File: config.mk
export PLATFORM = sky130hd
export DESIGN_NAME = polyphase_mac_flat
export DESIGN_NICKNAME = d
export VERILOG_FILES = /design/src/rtl/polyphase_mac_if.sv /design/src/rtl/polyphase_mac.sv /design/src/flat_wrapper.sv
export SDC_FILE = /design/constraint.sdc
export NUM_CORES = 1
export LEC_CHECK = 0
export ABC_AREA = 0
export BUFFER_PORTS_ARGS = -buffer_cell sky130_fd_sc_hd__buf_4
export CAP_MARGIN = 10
export CORE_UTILIZATION = 62
export DETAILED_ROUTE_END_ITERATION = 10
export PLACE_DENSITY = 0.82
export SKIP_CTS_REPAIR_TIMING = 1
export SYNTH_ARGS = -nofsm -noshare
export SYNTH_HDL_FRONTEND = slang
export SYNTH_SLANG_ARGS = --single-unit
File: constraint.sdc
create_clock -name clk -period 9 [get_ports clk]
set_input_delay 1.35 -clock clk [delete_from_list [all_inputs] [get_ports clk]]
set_output_delay 1.35 -clock clk [all_outputs]
set_load 0.02 [all_outputs]
File: src/rtl/polyphase_mac_if.sv
`default_nettype none
// ============================================================================
// Module   : polyphase_mac_if
// Purpose  : Sample, coefficient-load and output handshake bundle for the
//            polyphase interpolation MAC engine.
// Revision : 1.0 - initial release
// ============================================================================
interface polyphase_mac_if #(
  parameter int DATA_WIDTH = 8,
  parameter int COEF_WIDTH = 8,
  parameter int TAPS       = 4,
  parameter int PHASES     = 4,
  parameter int ACC_WIDTH  = 20
);
  localparam int CA_WIDTH = $clog2(TAPS * PHASES);
  localparam int PH_WIDTH = $clog2(PHASES);

  logic                         in_valid;
  logic signed [DATA_WIDTH-1:0] in_data;
  logic                         in_ready;

  logic                         coef_we;
  logic        [CA_WIDTH-1:0]   coef_addr;
  logic signed [COEF_WIDTH-1:0] coef_data;

  logic                         out_valid;
  logic signed [ACC_WIDTH-1:0]  out_data;
  logic        [PH_WIDTH-1:0]   out_phase;
  logic                         out_ready;

  modport slave (
    input  in_valid, in_data, coef_we, coef_addr, coef_data, out_ready,
    output in_ready, out_valid, out_data, out_phase
  );

  modport master (
    output in_valid, in_data, coef_we, coef_addr, coef_data, out_ready,
    input  in_ready, out_valid, out_data, out_phase
  );
endinterface
`default_nettype wire

File: src/rtl/polyphase_mac.sv
`default_nettype none
// ============================================================================
// Module   : polyphase_mac
// Purpose  : Upsample-by-PHASES MAC engine: one accepted sample yields PHASES
//            full-precision outputs, each a TAPS-term dot product.
// Revision : 1.0 - initial release
// ============================================================================
module polyphase_mac #(
  parameter int DATA_WIDTH = 8,
  parameter int COEF_WIDTH = 8,
  parameter int TAPS       = 4,
  parameter int PHASES     = 4,
  parameter int ACC_WIDTH  = 20
) (
  input  wire logic       clk,
  input  wire logic       rst,
  polyphase_mac_if.slave  bus
);

  localparam int c_TAP_W  = $clog2(TAPS);
  localparam int c_PH_W   = $clog2(PHASES);
  localparam int c_NCOEF  = TAPS * PHASES;
  localparam int c_PROD_W = DATA_WIDTH + COEF_WIDTH;

  typedef enum logic [1:0] {
    S_IDLE = 2'd0,
    S_MAC  = 2'd1,
    S_OUT  = 2'd2
  } state_t;

  state_t                       r_state;
  logic        [c_TAP_W-1:0]    r_wr_ptr;
  logic        [c_TAP_W-1:0]    r_tap;
  logic        [c_PH_W-1:0]     r_phase;
  logic signed [ACC_WIDTH-1:0]  r_acc;
  logic                         r_in_ready;
  logic                         r_out_valid;
  logic signed [DATA_WIDTH-1:0] r_hist [TAPS];

  // The coefficient bank survives rst; it only powers up cleared.
  logic signed [COEF_WIDTH-1:0] r_coef [c_NCOEF] = '{default: '0};

  logic        [c_TAP_W-1:0]    w_hist_idx;
  logic        [c_TAP_W+c_PH_W-1:0] w_coef_idx;
  logic signed [DATA_WIDTH-1:0] w_x;
  logic signed [COEF_WIDTH-1:0] w_c;
  logic signed [c_PROD_W-1:0]   w_prod;
  logic signed [ACC_WIDTH-1:0]  w_prod_ext;
  logic                         w_last_tap;
  logic                         w_last_phase;

  // wr_ptr already points past the newest sample, so x[k] sits k+1 slots back.
  assign w_hist_idx   = r_wr_ptr - c_TAP_W'(1) - r_tap;
  assign w_coef_idx   = {r_phase, r_tap};
  assign w_x          = r_hist[w_hist_idx];
  assign w_c          = r_coef[w_coef_idx];
  assign w_prod       = w_x * w_c;
  assign w_prod_ext   = {{(ACC_WIDTH - c_PROD_W){w_prod[c_PROD_W-1]}}, w_prod};
  assign w_last_tap   = (r_tap == c_TAP_W'(TAPS - 1));
  assign w_last_phase = (r_phase == c_PH_W'(PHASES - 1));

  always_ff @(posedge clk) begin
    if (r_state == S_IDLE && bus.coef_we) begin
      r_coef[bus.coef_addr] <= bus.coef_data;
    end
  end

  always_ff @(posedge clk) begin
    if (rst) begin
      r_state     <= S_IDLE;
      r_wr_ptr    <= '0;
      r_tap       <= '0;
      r_phase     <= '0;
      r_acc       <= '0;
      r_in_ready  <= 1'b1;
      r_out_valid <= 1'b0;
      for (int i = 0; i < TAPS; i++) begin
        r_hist[i] <= '0;
      end
    end else begin
      case (r_state)
        S_IDLE: begin
          if (bus.in_valid) begin
            r_hist[r_wr_ptr] <= bus.in_data;
            r_wr_ptr         <= r_wr_ptr + c_TAP_W'(1);
            r_phase          <= '0;
            r_tap            <= '0;
            r_in_ready       <= 1'b0;
            r_state          <= S_MAC;
          end
        end
        S_MAC: begin
          r_acc <= (r_tap == '0) ? w_prod_ext : r_acc + w_prod_ext;
          if (w_last_tap) begin
            r_out_valid <= 1'b1;
            r_state     <= S_OUT;
          end else begin
            r_tap <= r_tap + c_TAP_W'(1);
          end
        end
        S_OUT: begin
          if (bus.out_ready) begin
            r_out_valid <= 1'b0;
            if (w_last_phase) begin
              r_in_ready <= 1'b1;
              r_state    <= S_IDLE;
            end else begin
              r_phase <= r_phase + c_PH_W'(1);
              r_tap   <= '0;
              r_state <= S_MAC;
            end
          end
        end
        default: begin
          r_in_ready  <= 1'b1;
          r_out_valid <= 1'b0;
          r_state     <= S_IDLE;
        end
      endcase
    end
  end

  assign bus.in_ready  = r_in_ready;
  assign bus.out_valid = r_out_valid;
  assign bus.out_data  = r_acc;
  assign bus.out_phase = r_phase;

endmodule
`default_nettype wire

File: src/flat_wrapper.sv
// flat-port wrapper written by rule: the top's interface ports become plain ports
module polyphase_mac_flat 
#(
  parameter int DATA_WIDTH = 8,
  parameter int COEF_WIDTH = 8,
  parameter int TAPS       = 4,
  parameter int PHASES     = 4,
  parameter int ACC_WIDTH  = 20
)
  (clk, rst, bus_in_valid, bus_in_data, bus_coef_we, bus_coef_addr, bus_coef_data, bus_out_ready, bus_in_ready, bus_out_valid, bus_out_data, bus_out_phase);
  polyphase_mac_if #(.DATA_WIDTH(DATA_WIDTH), .COEF_WIDTH(COEF_WIDTH), .TAPS(TAPS), .PHASES(PHASES), .ACC_WIDTH(ACC_WIDTH)) bus_i ();
  input  wire logic clk;
  input  wire logic rst;
  input wire logic [$bits(bus_i.in_valid)-1:0] bus_in_valid;
  input wire logic [$bits(bus_i.in_data)-1:0] bus_in_data;
  input wire logic [$bits(bus_i.coef_we)-1:0] bus_coef_we;
  input wire logic [$bits(bus_i.coef_addr)-1:0] bus_coef_addr;
  input wire logic [$bits(bus_i.coef_data)-1:0] bus_coef_data;
  input wire logic [$bits(bus_i.out_ready)-1:0] bus_out_ready;
  output wire logic [$bits(bus_i.in_ready)-1:0] bus_in_ready;
  output wire logic [$bits(bus_i.out_valid)-1:0] bus_out_valid;
  output wire logic [$bits(bus_i.out_data)-1:0] bus_out_data;
  output wire logic [$bits(bus_i.out_phase)-1:0] bus_out_phase;
  assign bus_i.in_valid = bus_in_valid;
  assign bus_i.in_data = bus_in_data;
  assign bus_i.coef_we = bus_coef_we;
  assign bus_i.coef_addr = bus_coef_addr;
  assign bus_i.coef_data = bus_coef_data;
  assign bus_i.out_ready = bus_out_ready;
  assign bus_in_ready = bus_i.in_ready;
  assign bus_out_valid = bus_i.out_valid;
  assign bus_out_data = bus_i.out_data;
  assign bus_out_phase = bus_i.out_phase;
  polyphase_mac #(.DATA_WIDTH(DATA_WIDTH), .COEF_WIDTH(COEF_WIDTH), .TAPS(TAPS), .PHASES(PHASES), .ACC_WIDTH(ACC_WIDTH)) u_core (.clk(clk), .rst(rst), .bus(bus_i));
endmodule
Word level (Yosys, flattened, before mapping) --
Memories as Yosys holds them, arrays and structs flattened. Cells that the tools add are included.
Operators by class: $add $sub $neg 6, shift-type cells 0, multipliers 1, div/mod/pow operators 0, bitwise logic cells 2, mux-type cells 32, order comparisons 0, equality and inequality tests 10, reductions and logical operators 12
Operators by type and width (count):
- 20-bit by 16-bit adder with 20-bit output | 1
- 2-bit 2-to-1 mux | 10
- 20-bit 2-to-1 mux | 1
- 8-bit by 8-bit multiplier with 16-bit output | 1
- 1-bit 2-to-1 mux | 15
- 2-bit one-hot mux with 3 select lines | 2
- 8-bit 2-to-1 mux | 1
- 2-bit != test, second input constant | 4
- 4-bit AND reduction | 2
- 8-bit OR reduction | 1
- 2-bit by 1-bit adder with 2-bit output, second input constant | 3
- 2-bit == test, second input constant | 3
- 1-bit one-hot mux with 3 select lines | 2
- 3-bit AND reduction | 2
- 5-bit AND reduction | 1
- 2-bit zero test | 2
- 2-bit by 1-bit != test with 1-bit output, second input constant | 2
- 2-bit one-hot mux with 2 select lines | 1
- 3-bit nonzero test | 1
- 2-bit by 1-bit == test with 1-bit output, second input constant | 1
- 1-bit inverter | 2
- 2-bit AND reduction | 1
- 2-bit nonzero test | 1
- 2-bit by 1-bit subtractor with 2-bit output, second input constant | 1
- other kinds (2) | 2
Word-level totals: flip-flop bits (word level) 30, memories kept 2, latch bits 0, logic and storage cells 72, memory bits (writable) 160, input port bits 25, output and inout port bits 24, memory bits (read-only) 0
Memory list:
- u_core.r_coef | words 16, width 8, rd ports 1, clocked after memory_dff 0, wr ports 1, line polyphase_mac.sv:41 | logic signed [COEF_WIDTH-1:0] r_coef [c_NCOEF] = '{default: '0};
- u_core.r_hist | words 4, width 8, rd ports 1, clocked after memory_dff 0, wr ports 4, line polyphase_mac.sv:38 | logic signed [DATA_WIDTH-1:0] r_hist [TAPS];

Longest topological paths before layout --
Gate-level depths: netlist (run 1).
depth after elaboration 6, depth in mapped cells 32, mapped depth without buffers 29

Least setup slack after synthesis (run 1) --
No wires, ideal clock.
path kind reg-to-reg, start register u_core.r_tap[0], end register u_core.r_acc[19], in the netlist u_core.bus.out_data[19], stages on the path, launching flop included 31, slack 800 ps, required time 8933 ps, period minus slack after synthesis 8200 ps, data arrival time 8133 ps, cell sequence dfxtp_1 buf_2 buf_2 buf_2 inv_1 ha_1 buf_1 mux4_2 or2_2 fa_1 fa_1 inv_1 fa_1 inv_1 fa_1 inv_1 ha_1 o21ai_0 o21a_1 nor2_1 a211o_1 a21oi_1 xnor2_1 ha_1 nand2_1 nor2_1 a21oi_1 nand3_2 a31oi_1 mux4_2 a21oi_2
On the way: cells in the longest elaborated chain, start to end 5, elaborated cells between the ends (all ways) 7
RTL lines:
- start, declared | line polyphase_mac.sv:33 | logic [c_TAP_W-1:0] r_tap;
- start signal, assigned | line polyphase_mac.sv:98 | r_tap <= r_tap + c_TAP_W'(1);
- 2-bit subtractor | line polyphase_mac.sv:53 | assign w_hist_idx = r_wr_ptr - c_TAP_W'(1) - r_tap;
- memory 4 x 8 bit
- 8-bit by 8-bit multiplier with 16-bit output | line polyphase_mac.sv:57 | assign w_prod = w_x * w_c;
- 20-bit by 16-bit adder with 20-bit output | line polyphase_mac.sv:93 | r_acc <= (r_tap == '0) ? w_prod_ext : r_acc + w_prod_ext;
- 20-bit 2-to-1 mux * | line polyphase_mac.sv:93
- end signal, assigned | line polyphase_mac.sv:93
- end, declared | line polyphase_mac.sv:35 | logic signed [ACC_WIDTH-1:0] r_acc;
Every way passes the cells marked *; elsewhere a longest branch is shown, timed or not. A chain may end at the register's enable or synchronous reset.

Worst setup path after layout (run 1) --
Ends and elaborated chain as after synthesis.

==> impl_metrics.yaml, run 1 <==
sta:
  tns_ns: 0
  max_clock_freq_mhz: 121
  hold_viol_final: 0
  hold_slack_ns: 0.459
  rsz0062_at_grt: "no"
  drv_slew: 0
  tightest_slew_ns: 1.02
  finalCritPeriodShare_pct: 91.5
  finClkSkew_ns: 0.0100
  min_period_ns: 8.24
  setup_viol: 0
  max-slew-margin-rel_pct: 31.8
logic_synthesis:
  synth_cell_types: 52
  avgSynthCellArea_um2: 12.6
  synth-xor-area-share_pct: 2.61
  netlist_instances: 875
  synth_ff_type: "edfxtp_1"
  seq_area_frac_synth_pct: 48.9
  async_flop_share_pct: 0
  ys_ff_latch: 190
  synthMuxAreaShare_pct: 10.7
  yosysWarnings: 0
  synth_edf_count: 160
  synth_simple_gate_area_share_pct: 10.2
  syn_area_um2: 11100
  synthAdderAreaFrac_pct: 16.4
  synth_top_family_by_area: "adder cells"
  synth_nets: 1011
  synth_compound_area_share_pct: 6.80
worst_setup_path:
  end_kind: "flip-flop"
  worstPathArrival_ns: 8.61
  crit_fanout: 35
  critical_path_class: "reg -> reg"
  crit_required_ns: 9.37
  start_kind: "flip-flop"
cts:
  cts_tree: "done"
  clock_latency_ns: 0.44
  clock_path_buffers: 2
  path_clk_slew_ns: 0.07
  root_buffer: "clkbuf_16"
  cts_max_level: 4
  cts_made_buffers: 17
  clock_sinks: 190
place:
  dpl.hpwl_um: 16200
  routabilityCongestion: 0.855
  portBuffers: 48
floorplanning:
  io_pins: 49
  row_count: 48
  die_w_um: 136
  dieArea_um2: 18400
  core_um2: 17400
  die_h_um: 136
  start_util_pct: 63.7
detailed_routing:
  detail-route-antenna-nets: 0
  drt_iter0_drc: 429
  routedWlPerCell_um: 20.2
  drc: 0
  drt-pass1-iter-count: 7
  met2WireLength_um: 12800
  vias_per_cell: 6.00
  top_layer_used: "met4"
  met3RoutedLength_um: 1160
  vias: 6967
  wirelength_met1_um: 8990
  totalWireLength_um: 23400
run:
  drv_cap: 0
run_status:
  status: "finished clean"
grt:
  grt_max_degree: 37
  grt_pass1_wl_um: 36700
  grt_pass1_vias: 7022
  antenna_found_initial: 0
  grt-ovfl-total: 0
  track_usage_pct: 27.6
final_layout:
  syn2layout_area_growth_pct: 10.7
  final_util_pct: 70.5
  drive_above_1_share_pct: 15.8
  num_antenna_cells: 0
  num-nets-final: 1060
worst_hold_path:
  min_path_type: "reg -> reg"
[Yosys cell counts (6+ instances only)]
master | count | share of area (%)
a21oi_1 | 34 | 1.5
nor3_1 | 15 | 0.68
fa_1 | 56 | 10
nand2_1 | 60 | 2.0
nand2b_1 | 7 | 0.40
xor2_1 | 8 | 0.63
a21o_1 | 9 | 0.61
nor2_1 | 87 | 3.0
xnor2_1 | 25 | 2.0
dfxtp_1 | 30 | 5.4
edfxtp_1 | 160 | 43
clkbuf_1 | 18 | 0.61
and2_1 | 50 | 2.8
o21bai_1 | 10 | 0.68
o21ai_0 | 15 | 0.68
mux4_2 | 48 | 9.8
inv_1 | 99 | 3.4
a211oi_1 | 16 | 1.1
mux2i_1 | 9 | 0.82
ha_1 | 55 | 6.2
nand3_1 | 6 | 0.27
[per-stage QoR]
stage / setup slack [ns] / std cells / cell area, µm²
after CTS: 0.762 / 1162 / 12200
final: 0.762 / 1162 / 12200
after floorplan: 0.800 / 875 / 11100
after global placement: 1.07 / 1130 / 11700
after detailed placement: 0.887 / 1130 / 11700
after global routing: 0.259 / 1162 / 12200
[registers in the layout (all words and copies together) (netlist names)]
signal / cells
u_core.bus.in_ready: 1
u_core.r_coef: 128
u_core.r_state: 2
u_core.bus.out_valid: 1
u_core.r_wr_ptr: 2
u_core.r_tap: 2
u_core.bus.out_phase: 2
u_core.bus.out_data: 20
u_core.r_hist: 32
[per-layer routing]
| metal | up-vias | global-route usage, % |
|---|---|---|
| li1 | 3205 | - |
| met1 | 3489 | 33.5 |
| met2 | 235 | 49.6 |
| met3 | 38 | 4.26 |
| met4 | 0 | 10.0 |
| met5 | - | 0 |
[worst paths after layout]
path	startpoint	to	slack [ns]	cells after the start
max	u_core.r_tap[0]$_SDFFE_PP0P_	u_core.bus.out_data[19]$_SDFFE_PP0P_	0.76	27
min	u_core.bus.out_valid$_SDFFE_PP0P_	u_core.bus.out_valid$_SDFFE_PP0P_	0.46	2
max reg2reg	u_core.r_tap[0]$_SDFFE_PP0P_	u_core.bus.out_data[19]$_SDFFE_PP0P_	0.76	27
min reg2reg	u_core.bus.out_valid$_SDFFE_PP0P_	u_core.bus.out_valid$_SDFFE_PP0P_	0.46	2
[cells by family (layout without fill, tap and decap cells)]
kind of cell               count (synthesis)  in the layout
and+or+nand+nor                          241            241
DFF                                      190            190
buffers and inverters                    127            189
AOI/OAI and AO/OA                        115            115
adders and majority gates                111            111
muxes                                     58             58
xor gates and xnor gates                  33             33
[cell usage in the layout (no fill, tap or decap), types with 16 or more instances in the layout]
master	instances
ha_1	55
a211oi_1	16
buf_4	57
nor2_1	87
dfxtp_1	29
xnor2_1	25
fa_1	56
a21oi_1	34
clkbuf_16	17
mux4_2	48
inv_1	99
edfxtp_1	160
nand2_1	60
and2_1	50
[critical path, cell delays in order (launching register included)]
cell     delay, ns
dfxtp_2       0.33
buf_4         0.54
mux4_2        0.60
mux4_2        0.62
and2_1        0.24
inv_1         0.08
fa_1          0.44
fa_1          0.53
inv_1         0.05
fa_1          0.48
inv_1         0.05
fa_1          0.53
inv_1         0.04
ha_1          0.31
o21ai_0       0.14
o21a_1        0.23
nor2_1        0.18
a211o_1       0.16
a21oi_1       0.08
xnor2_1       0.73
ha_1          0.41
nand2_1       0.10
nor2_1        0.04
a21oi_1       0.25
nand3_2       0.10
a31oi_1       0.22
mux4_2        0.53
a21oi_2       0.13
[final cells by class]
class,count,area (µm²)
clock buffers,17,425
flip-flops and latches,190,5410
repair buffers,57,428
clock inverters,15,149
multi-input cells,558,5170
fillers,1169,5120
inverters,100,375
well taps,225,282
Power of run 1 is left out: the tool's default activity adds up to more than one toggle a clock period on the data nets, which glitch-free logic cannot reach.
==> run 2, diff against run 1 <==
- ABC_AREA: 0 -> 1
- CORE_UTILIZATION: 62 -> 63
- PLACE_DENSITY: 0.82 -> 0.83
==> run 2 against run 1 <==
Register-to-register slack better by 0.62 ns. Via count up 30%. Sequential share of layout area down 1.9 points. Utilization up 0.41 points. Count of clock-buffer cells in the layout unchanged. Worst hold slack better by 0.018 ns. Clock skew up 0.011 ns. Non-clock buffer count down 3. Routed wire length up 17%. Critical path type unchanged.
==> impl_metrics.yaml, run 2 <==
run_status:
  status: "finished clean"
sta:
  setup_viol: 0
  drv_slew: 0
  max_clock_freq_mhz: 131
  timing.final.ws_setup_ns: 1.38
  tightest_slew_ns: 1.23
  tns_ns: 0
  finClkSkew_ns: 0.0205
  max-slew-margin-rel_pct: 17.5
  finalCritPeriodShare_pct: 84.7
  rsz0062_at_grt: "no"
  hold_viol_final: 0
  min_period_ns: 7.62
logic_synthesis:
  post-synth-top-count-cell: "nor2_1"
  async_flop_share_pct: 0
  synth_nets: 1409
  yosysWarnings: 0
  synthTopCellsByCount: "nor2_1, nand2_1, inv_1"
  netlist_instances: 1273
  synth_edf_count: 160
  synth_ff_type: "edfxtp_1"
  ys_ff_latch: 190
  avgSynthCellArea_um2: 9.14
  yosysTopAreaCellShare_pct: 41.3
  synth_area_leaders: "edfxtp_1, fa_1, nor2_1"
  synth_top_cell_by_area: "edfxtp_1"
  seq_area_frac_synth_pct: 46.4
  synth_cell_types: 41
  syn_area_um2: 11600
worst_setup_path:
  r2r_start: "u_core.r_tap[1]$_SDFFE_PP0P_"
  rrSetupSlack_ns: 1.38
  end_kind: "flip-flop"
  critPathMaxStageDelay_ns: 0.70
  critical_path_class: "reg -> reg"
  r2r_end: "u_core.bus.out_data[19]$_SDFFE_PP0P_"
  slowest_stage: "xor2_2"
  crit_required_ns: 9.34
  crit_path_frequent_cell: "inv_1"
  crit_fanout: 38
  worstPathArrival_ns: 7.96
  r2r_cells: 34
  start_kind: "flip-flop"
final_layout:
  top_register: "u_core.r_coef"
  largest_reg_flops: 128
  syn2layout_area_growth_pct: 9.76
  drive_above_1_share_pct: 8.63
  num-nets-final: 1444
  num_antenna_cells: 0
  final_common_cell: "nor2_1"
  mostFrequentLayoutCells: "nor2_1, nand2_1, inv_1, edfxtp_1, o21ai_0"
  design_area_um2: 12800
worst_hold_path:
  hp-start: "u_core.bus.out_valid$_SDFFE_PP0P_"
  min_path_type: "reg -> reg"
  holdPathStages: 2
  hold_path_end: "u_core.bus.out_valid$_SDFFE_PP0P_"
grt:
  grt_pass1_wl_um: 42800
  grt-ovfl-total: 0
  track_usage_pct: 30.0
  antenna_found_initial: 0
  grt_pass1_vias: 8719
  grt_max_degree: 68
place:
  portBuffers: 48
  placed_area_um2: 12200
  dpl.hpwl_um: 18900
  dp_slack_ns: 1.47
  routabilityCongestion: 0.951
cts:
  cts_made_buffers: 17
  clock_latency_ns: 0.44
  clock_sinks: 190
  path_clk_slew_ns: 0.08
  root_buffer: "clkbuf_16"
  clock_path_buffers: 2
  cts_tree: "done"
  cts_max_level: 4
detailed_routing:
  drt_iter0_drc: 829
  vias_per_cell: 5.86
  detail-route-antenna-nets: 0
  totalWireLength_um: 27500
  met3RoutedLength_um: 2090
  vias: 9088
  routedWlPerCell_um: 17.7
  drc: 0
  top_layer_used: "met4"
  wirelength_met1_um: 11000
  met2WireLength_um: 13600
  drt-pass1-iter-count: 6
floorplanning:
  start_util_pct: 64.6
  dieArea_um2: 19000
  die_w_um: 138
  core_um2: 18000
  row_count: 49
  die_h_um: 138
  io_pins: 49
run:
  drv_cap: 0
-- run 2: layout make-up --
cell class	count	area (µm²)
clock inverters	15	184
multi-input cells	849	5330
well taps	229	287
flip-flops and latches	190	5410
repair buffers	54	405
clock buffers	17	425
inverters	196	736
fillers	1324	5250
-- run 2: metal layers --
metal / vias up / GRT usage (%)
li1: 4300 / -
met3: 71 / 4.97
met2: 437 / 50.0
met1: 4280 / 38.8
met5: - / 0
met4: 0 / 13.0
-- run 2: critical path: cells and delay by family (launching register included) --
family,cells,cell delay [ns]
xor+xnor,1,0.70
flops,1,0.32
simple gates,16,1.84
buf+inv,9,1.27
fa+ha+maj,6,2.86
compound gates,2,0.50
-- run 2: logic make-up (layout without fill, tap and decap cells) --
family / after synthesis / in the layout / synth area share (%)
buffers and inverters: 234 / 282 / 7.81
AOI/OAI and AO/OA: 229 / 229 / 11.7
adders and majority gates: 111 / 111 / 15.5
xor gates and xnor gates: 16 / 16 / 1.33
DFF: 190 / 190 / 46.4
muxes: 6 / 6 / 0.527
and+or+nand+nor: 487 / 487 / 16.7
-- run 2: through the flow --
stage	utilization [%]	std cells	hold WS, ns
floorplan	-	1273	0.496
global placement	67.5	1518	0.467
detailed placement	67.5	1518	0.472
CTS	70.9	1550	0.483
global route	70.9	1550	0.518
finish	70.9	1550	0.477
-- run 2: how the worst max path moves through the flow --
stage          depth (start not counted)                                   end                          from
3_5_place_dp                          33  u_core.bus.out_data[19]$_SDFFE_PP0P_  u_core.r_tap[1]$_SDFFE_PP0P_
4_1_cts                               33  u_core.bus.out_data[19]$_SDFFE_PP0P_  u_core.r_tap[1]$_SDFFE_PP0P_
3_3_place_gp                          35  u_core.bus.out_data[19]$_SDFFE_PP0P_  u_core.r_tap[0]$_SDFFE_PP0P_
6_report                              34  u_core.bus.out_data[19]$_SDFFE_PP0P_  u_core.r_tap[1]$_SDFFE_PP0P_
2_1_floorplan                         38  u_core.bus.out_data[19]$_SDFFE_PP0P_  u_core.r_tap[0]$_SDFFE_PP0P_
5_1_grt                               34  u_core.bus.out_data[19]$_SDFFE_PP0P_  u_core.r_tap[1]$_SDFFE_PP0P_
Power of run 2 is left out for the same reason.
